<file path="config.mk">
export PLATFORM = sky130hd
export DESIGN_NAME = seq_div_8by4
export DESIGN_NICKNAME = d
export VERILOG_FILES = /design/src/rtl/seq_div_8by4.sv
export SDC_FILE = /design/constraint.sdc
export NUM_CORES = 1
export LEC_CHECK = 0
export BUFFER_PORTS_ARGS = -buffer_cell sky130_fd_sc_hd__clkbuf_2
export CORE_ASPECT_RATIO = 0.9
export CORE_UTILIZATION = 50
export CTS_CLUSTER_SIZE = 28
export DETAILED_ROUTE_END_ITERATION = 16
export GPL_ROUTABILITY_DRIVEN = 0
export PLACE_DENSITY_LB_ADDON = 0.05
export SETUP_SLACK_MARGIN = 0.3
export SYNTH_ARGS = -nofsm -noshare
export SYNTH_HDL_FRONTEND = slang
export SYNTH_SLANG_ARGS = --single-unit
</file>
<file path="constraint.sdc">
create_clock -name clk -period 4.2 [get_ports clk]
set_clock_uncertainty 0.2 [all_clocks]
set_input_delay 0.63 -clock clk [delete_from_list [all_inputs] [get_ports clk]]
set_output_delay 0.63 -clock clk [all_outputs]
set_load 0.02 [all_outputs]
</file>
<file path="src/rtl/seq_div_8by4.sv">
// Sequential restoring divider, one quotient bit per cycle, valid/ready on both sides.
// Optional build macro DIV_ZERO_FAST_EN: a zero divisor skips the iteration and goes straight to DONE.
//
// state  | meaning
// IDLE   | in_ready=1, waiting for an operand pair
// BUSY   | one restoring step per cycle, DW cycles total
// DONE   | out_valid=1, result held until out_ready
module seq_div_8by4 #(
   parameter int DW = 8,
   parameter int VW = 4
) (
   input  logic          clk,
   input  logic          rst,
   input  logic          in_valid,
   output logic          in_ready,
   input  logic [DW-1:0] dividend,
   input  logic [VW-1:0] divisor,
   output logic          out_valid,
   input  logic          out_ready,
   output logic [DW-1:0] quotient,
   output logic [VW-1:0] remainder,
   output logic          div_zero
);

   localparam int CW = (DW > 1) ? $clog2(DW) : 1;
   localparam logic [CW-1:0] CNT_LOAD = CW'(DW - 1);

   localparam logic [1:0] S_IDLE = 2'd0;
   localparam logic [1:0] S_BUSY = 2'd1;
   localparam logic [1:0] S_DONE = 2'd2;

   logic [1:0]    state_q, state_d;
   logic [DW-1:0] dvd_q, dvd_d;
   logic [VW-1:0] dvs_q, dvs_d;
   logic [VW:0]   prem_q, prem_d;
   logic [DW-1:0] quo_q, quo_d;
   logic [CW-1:0] cnt_q, cnt_d;
   logic          zero_q, zero_d;
   logic [DW-1:0] quot_q, quot_d;
   logic [VW-1:0] rem_q, rem_d;
   logic          dz_q, dz_d;

   logic [VW:0]   shift;
   logic [VW+1:0] trial;
   logic          qbit;
   logic [VW:0]   prem_step;
   logic [DW-1:0] quo_step;

   // Dividend bits are consumed MSB first by indexing with the down-counter,
   // so dvd_q keeps the original value for the zero-divisor remainder.
   assign shift     = {prem_q[VW-1:0], dvd_q[cnt_q]};
   assign trial     = {1'b0, shift} - {2'b00, dvs_q};
   assign qbit      = ~trial[VW+1];
   assign prem_step = qbit ? trial[VW:0] : shift;
   assign quo_step  = {quo_q[DW-2:0], qbit};

   always_comb begin
      state_d = state_q;
      dvd_d   = dvd_q;
      dvs_d   = dvs_q;
      prem_d  = prem_q;
      quo_d   = quo_q;
      cnt_d   = cnt_q;
      zero_d  = zero_q;
      quot_d  = quot_q;
      rem_d   = rem_q;
      dz_d    = dz_q;
      case (state_q)
         S_IDLE: begin
            if (in_valid) begin
               dvd_d  = dividend;
               dvs_d  = divisor;
               prem_d = '0;
               quo_d  = '0;
               cnt_d  = CNT_LOAD;
               zero_d = (divisor == '0);
`ifdef DIV_ZERO_FAST_EN
               if (divisor == '0) begin
                  state_d = S_DONE;
                  quot_d  = '1;
                  rem_d   = dividend[VW-1:0];
                  dz_d    = 1'b1;
               end else begin
                  state_d = S_BUSY;
               end
`else
               state_d = S_BUSY;
`endif
            end
         end
         S_BUSY: begin
            prem_d = prem_step;
            quo_d  = quo_step;
            cnt_d  = cnt_q - 1'b1;
            if (cnt_q == '0) begin
               state_d = S_DONE;
               cnt_d   = '0;
               if (zero_q) begin
                  quot_d = '1;
                  rem_d  = dvd_q[VW-1:0];
                  dz_d   = 1'b1;
               end else begin
                  quot_d = quo_step;
                  rem_d  = prem_step[VW-1:0];
                  dz_d   = 1'b0;
               end
            end
         end
         S_DONE: begin
            if (out_ready) state_d = S_IDLE;
         end
         default: state_d = S_IDLE;
      endcase
   end

   always_ff @(posedge clk) begin
      if (rst) begin
         state_q <= S_IDLE;
         dvd_q   <= '0;
         dvs_q   <= '0;
         prem_q  <= '0;
         quo_q   <= '0;
         cnt_q   <= '0;
         zero_q  <= 1'b0;
         quot_q  <= '0;
         rem_q   <= '0;
         dz_q    <= 1'b0;
      end else begin
         state_q <= state_d;
         dvd_q   <= dvd_d;
         dvs_q   <= dvs_d;
         prem_q  <= prem_d;
         quo_q   <= quo_d;
         cnt_q   <= cnt_d;
         zero_q  <= zero_d;
         quot_q  <= quot_d;
         rem_q   <= rem_d;
         dz_q    <= dz_d;
      end
   end

   assign in_ready  = (state_q == S_IDLE);
   assign out_valid = (state_q == S_DONE);
   assign quotient  = quot_q;
   assign remainder = rem_q;
   assign div_zero  = dz_q;

endmodule
</file>
==> results.md <==
* Outcome: finished clean
* CP Max Fanout at 6
* Pwr Total at 1.060 mW
* Slew HR at 49.33%
* Flop2flop setup slack at 1.30 ns
* Final WS setup at 1.296 ns
* Share of cells above drive strength 1 at 17.92%
* Placed Cells at 276
* Crit path DAT at 2.91 ns
* Mux cell area share after synthesis at 4.244%
* Fmax at 344.4 MHz
* Area of the multi-input gates at 917.1 µm²
* Most frequent cell after synthesis: dfxtp_1
* Worst-skew pair later-pin latency at 0.29 ns
* Pin count of the biggest net entering global routing at 39
* Worst hold path cell count at 2
* CTS resizes at 0
* Drt first pass iters at 4
* Initial antenna violation count at 0
* Root Buffer: clkbuf_8
* Diode count at 0
* # Max-Cap Violations at 0
* Via count at 1,577
* Yosys cell types at 38
* Final HPWL DP at 2727 µm
* Minimum clock period at 2.904 ns
* Core Rows at 20
* RSZ-0062 raised after global routing: false
* Die W at 65.74 µm
* DR DRC count at 0
* Leading cell types by total area after synthesis: dfxtp_1 (46%), nand2_1 (8.2%), a21oi_1 (7.7%), nor3_1 (4.4%), mux4_1 (2.9%)
* Req. time, crit path at 4.21 ns
* Synth area leader: dfxtp_1
* Cell count after synthesis at 214
* Average routed wire per standard cell at 13.59 µm
* Routed wire length at 3859 µm
* Pleak at 0.8325 nW
* Port Buffers at 30
* First-pass GRT wire length at 6824 µm
* Power per cell area at 497.9 mW/mm²
* CTS clk-pin slew, worst paths at 0.08 ns
* Final Hold Violating Endpoints at 0
* XOR/XNOR Fraction of Synth Area at 0.4791%
* # hold bufs at CTS at 0
* Area occupied by registers at 840.8 µm²
* Vias per std cell at 5.553
* Die height at 59.36 µm
* Type of the worst setup path: reg2reg
* Cell area after synthesis at 0.001828 mm²
* Slew Limit Fails at 0
* Hold Crit Class: reg2reg
* Setup violators final at 0
* Compound-Gate Fraction of Synth Area at 17.52%
* Pre-CTS setup slack at 1.306 ns
* Initial Util at 53.32%
* Startpoint Class: flip-flop
* Num CTS Buffers at 5
* Synth Area in Adders at 3.833%
* Worst Setup End Kind: flip-flop
* Warning count from the yosys run at 0
* Worst VDD drop at 305.1 µV
* Setup TNS at 0 ns
* Total track usage at 23.46%
* Flops & latches, synth at 42
* Post-CTS Setup Inserts at 0
* Core Util, Final at 62.08%
* Non-filler cells in the finished layout at 284
* Gr ovfl total at 0
* Placeable core region at 0.003428 mm²
* Final nets at 260
* Clock sinks at 42
* H-tree levels at 2
* Syn nets at 235
* Io pins at 31
* Post-synthesis sequential area ratio at 46.00%
* Post-synth top flop: dfxtp_1
* Clock tree buffer depth at 2
* Area grow syn2layout at 16.43%
* Largest family of logic cells by synthesized area: simple AND/OR/NAND/NOR gates
* Worst R2R Path Depth at 8
* EDFF count, synth at 0
* Syn_area_per_cell at 8.542 µm²
* Vias in the first global route at 1,482
* First DRT Iteration DRCs at 105
* CTS tree: yes
* FILL cells at 285
* Async set-reset flop share out of synthesis at 0%
* Synth top cells by count: dfxtp_1 (42), nand2_1 (40), a21oi_1 (28)
* Simple-gate share of the synthesized area at 24.09%
* Tightest Pin Transition at 0.7601 ns
* Routed Antenna Nets at 0
* Period utilization at 69.14%
* Yosys top cell area share at 46.00%
* Die area at 0.003902 mm²
==> where the power goes <==
group / switching (mW) / internal [mW]
Sequential: 0.0268 / 0.431
Clock: 0.136 / 0.253
Combinational: 0.131 / 0.0815
Total: 0.294 / 0.766
==> placed cells by master (no fill, tap or decap), drive strengths merged <==
cell     count
and2b        1
dfxtp       42
or4b         1
nor4         2
nand3        7
and2         1
nor3        17
xor2         1
bufinv       2
nand2b       4
mux2         1
or4          1
nor2b        3
a211oi       1
clkbuf      36
mux4         2
o21ai        7
or3          1
o2bb2ai      3
a2111oi      1
fa           1
o21a         1
a21oi       28
mux2i        1
inv          6
a311oi       1
o31a         1
a21o         1
o211ai       2
nand2       40
nor4b        2
ha           4
o31ai        2
o41ai        1
a31oi        4
nor2        11
==> registers in the layout, summed over array words and instances (netlist names) <==
name / flops
zero_q: 1
prem_q: 4
quotient: 8
dvs_q: 4
dvd_q: 8
div_zero: 1
cnt_q: 3
quo_q: 7
state_q: 2
remainder: 4
==> through the flow <==
step / instance area (µm²) / hold WS [ns]
floorplan: 1828 / 0.2315
global placement: 1986 / 0.2425
detailed placement: 1986 / 0.2511
CTS: 2128 / 0.2613
global route: 2128 / 0.2842
finish: 2128 / 0.2607
==> final timing paths <==
check | from | endpoint
setup / recovery | cnt_q[1] | remainder[0]
hold / removal | dvd_q[6] | dvd_q[6]
setup reg to reg | cnt_q[1] | remainder[0]
hold reg to reg | dvd_q[6] | dvd_q[6]
==> area by class of cell <==
class,count,area share (%)
clock buffers,6,3.880
clock inverters,2,2.822
inverters,6,1.058
multi-input cells,154,43.09
flip-flops and latches,42,39.51
well taps,44,2.587
repair buffers,30,7.055
==> critical path: stages, from the launching register on <==
cell and delay, ns:
dfxtp_1 0.43, mux4_1 0.56, mux2i_1 0.21, ha_1 0.22, nor2b_1 0.07, o31a_1 0.32, nor3_4 0.21, mux2_4 0.34
a311oi_2 0.26
==> cell families (layout without fill, tap and decap cells) <==
logic type | count (synthesis) | count (layout)
fa+ha+maj | 5 | 5
flops | 42 | 42
mux | 4 | 4
buf+inv | 18 | 44
xor+xnor | 1 | 1
simple gates | 91 | 91
compound gates | 53 | 53
==> metal layers <==
metal / vias up / routed length, µm / track usage (%) / part of all wire [%]
met5: - / 0 / 0 / 0
met4: 0 / 70 / 11.49 / 1.8
met1: 709 / 1868 / 31.03 / 48
li1: 806 / - / - / -
met2: 55 / 1680 / 36.01 / 44
met3: 7 / 240 / 5.577 / 6.2
Power figures use the tool's default switching activity.
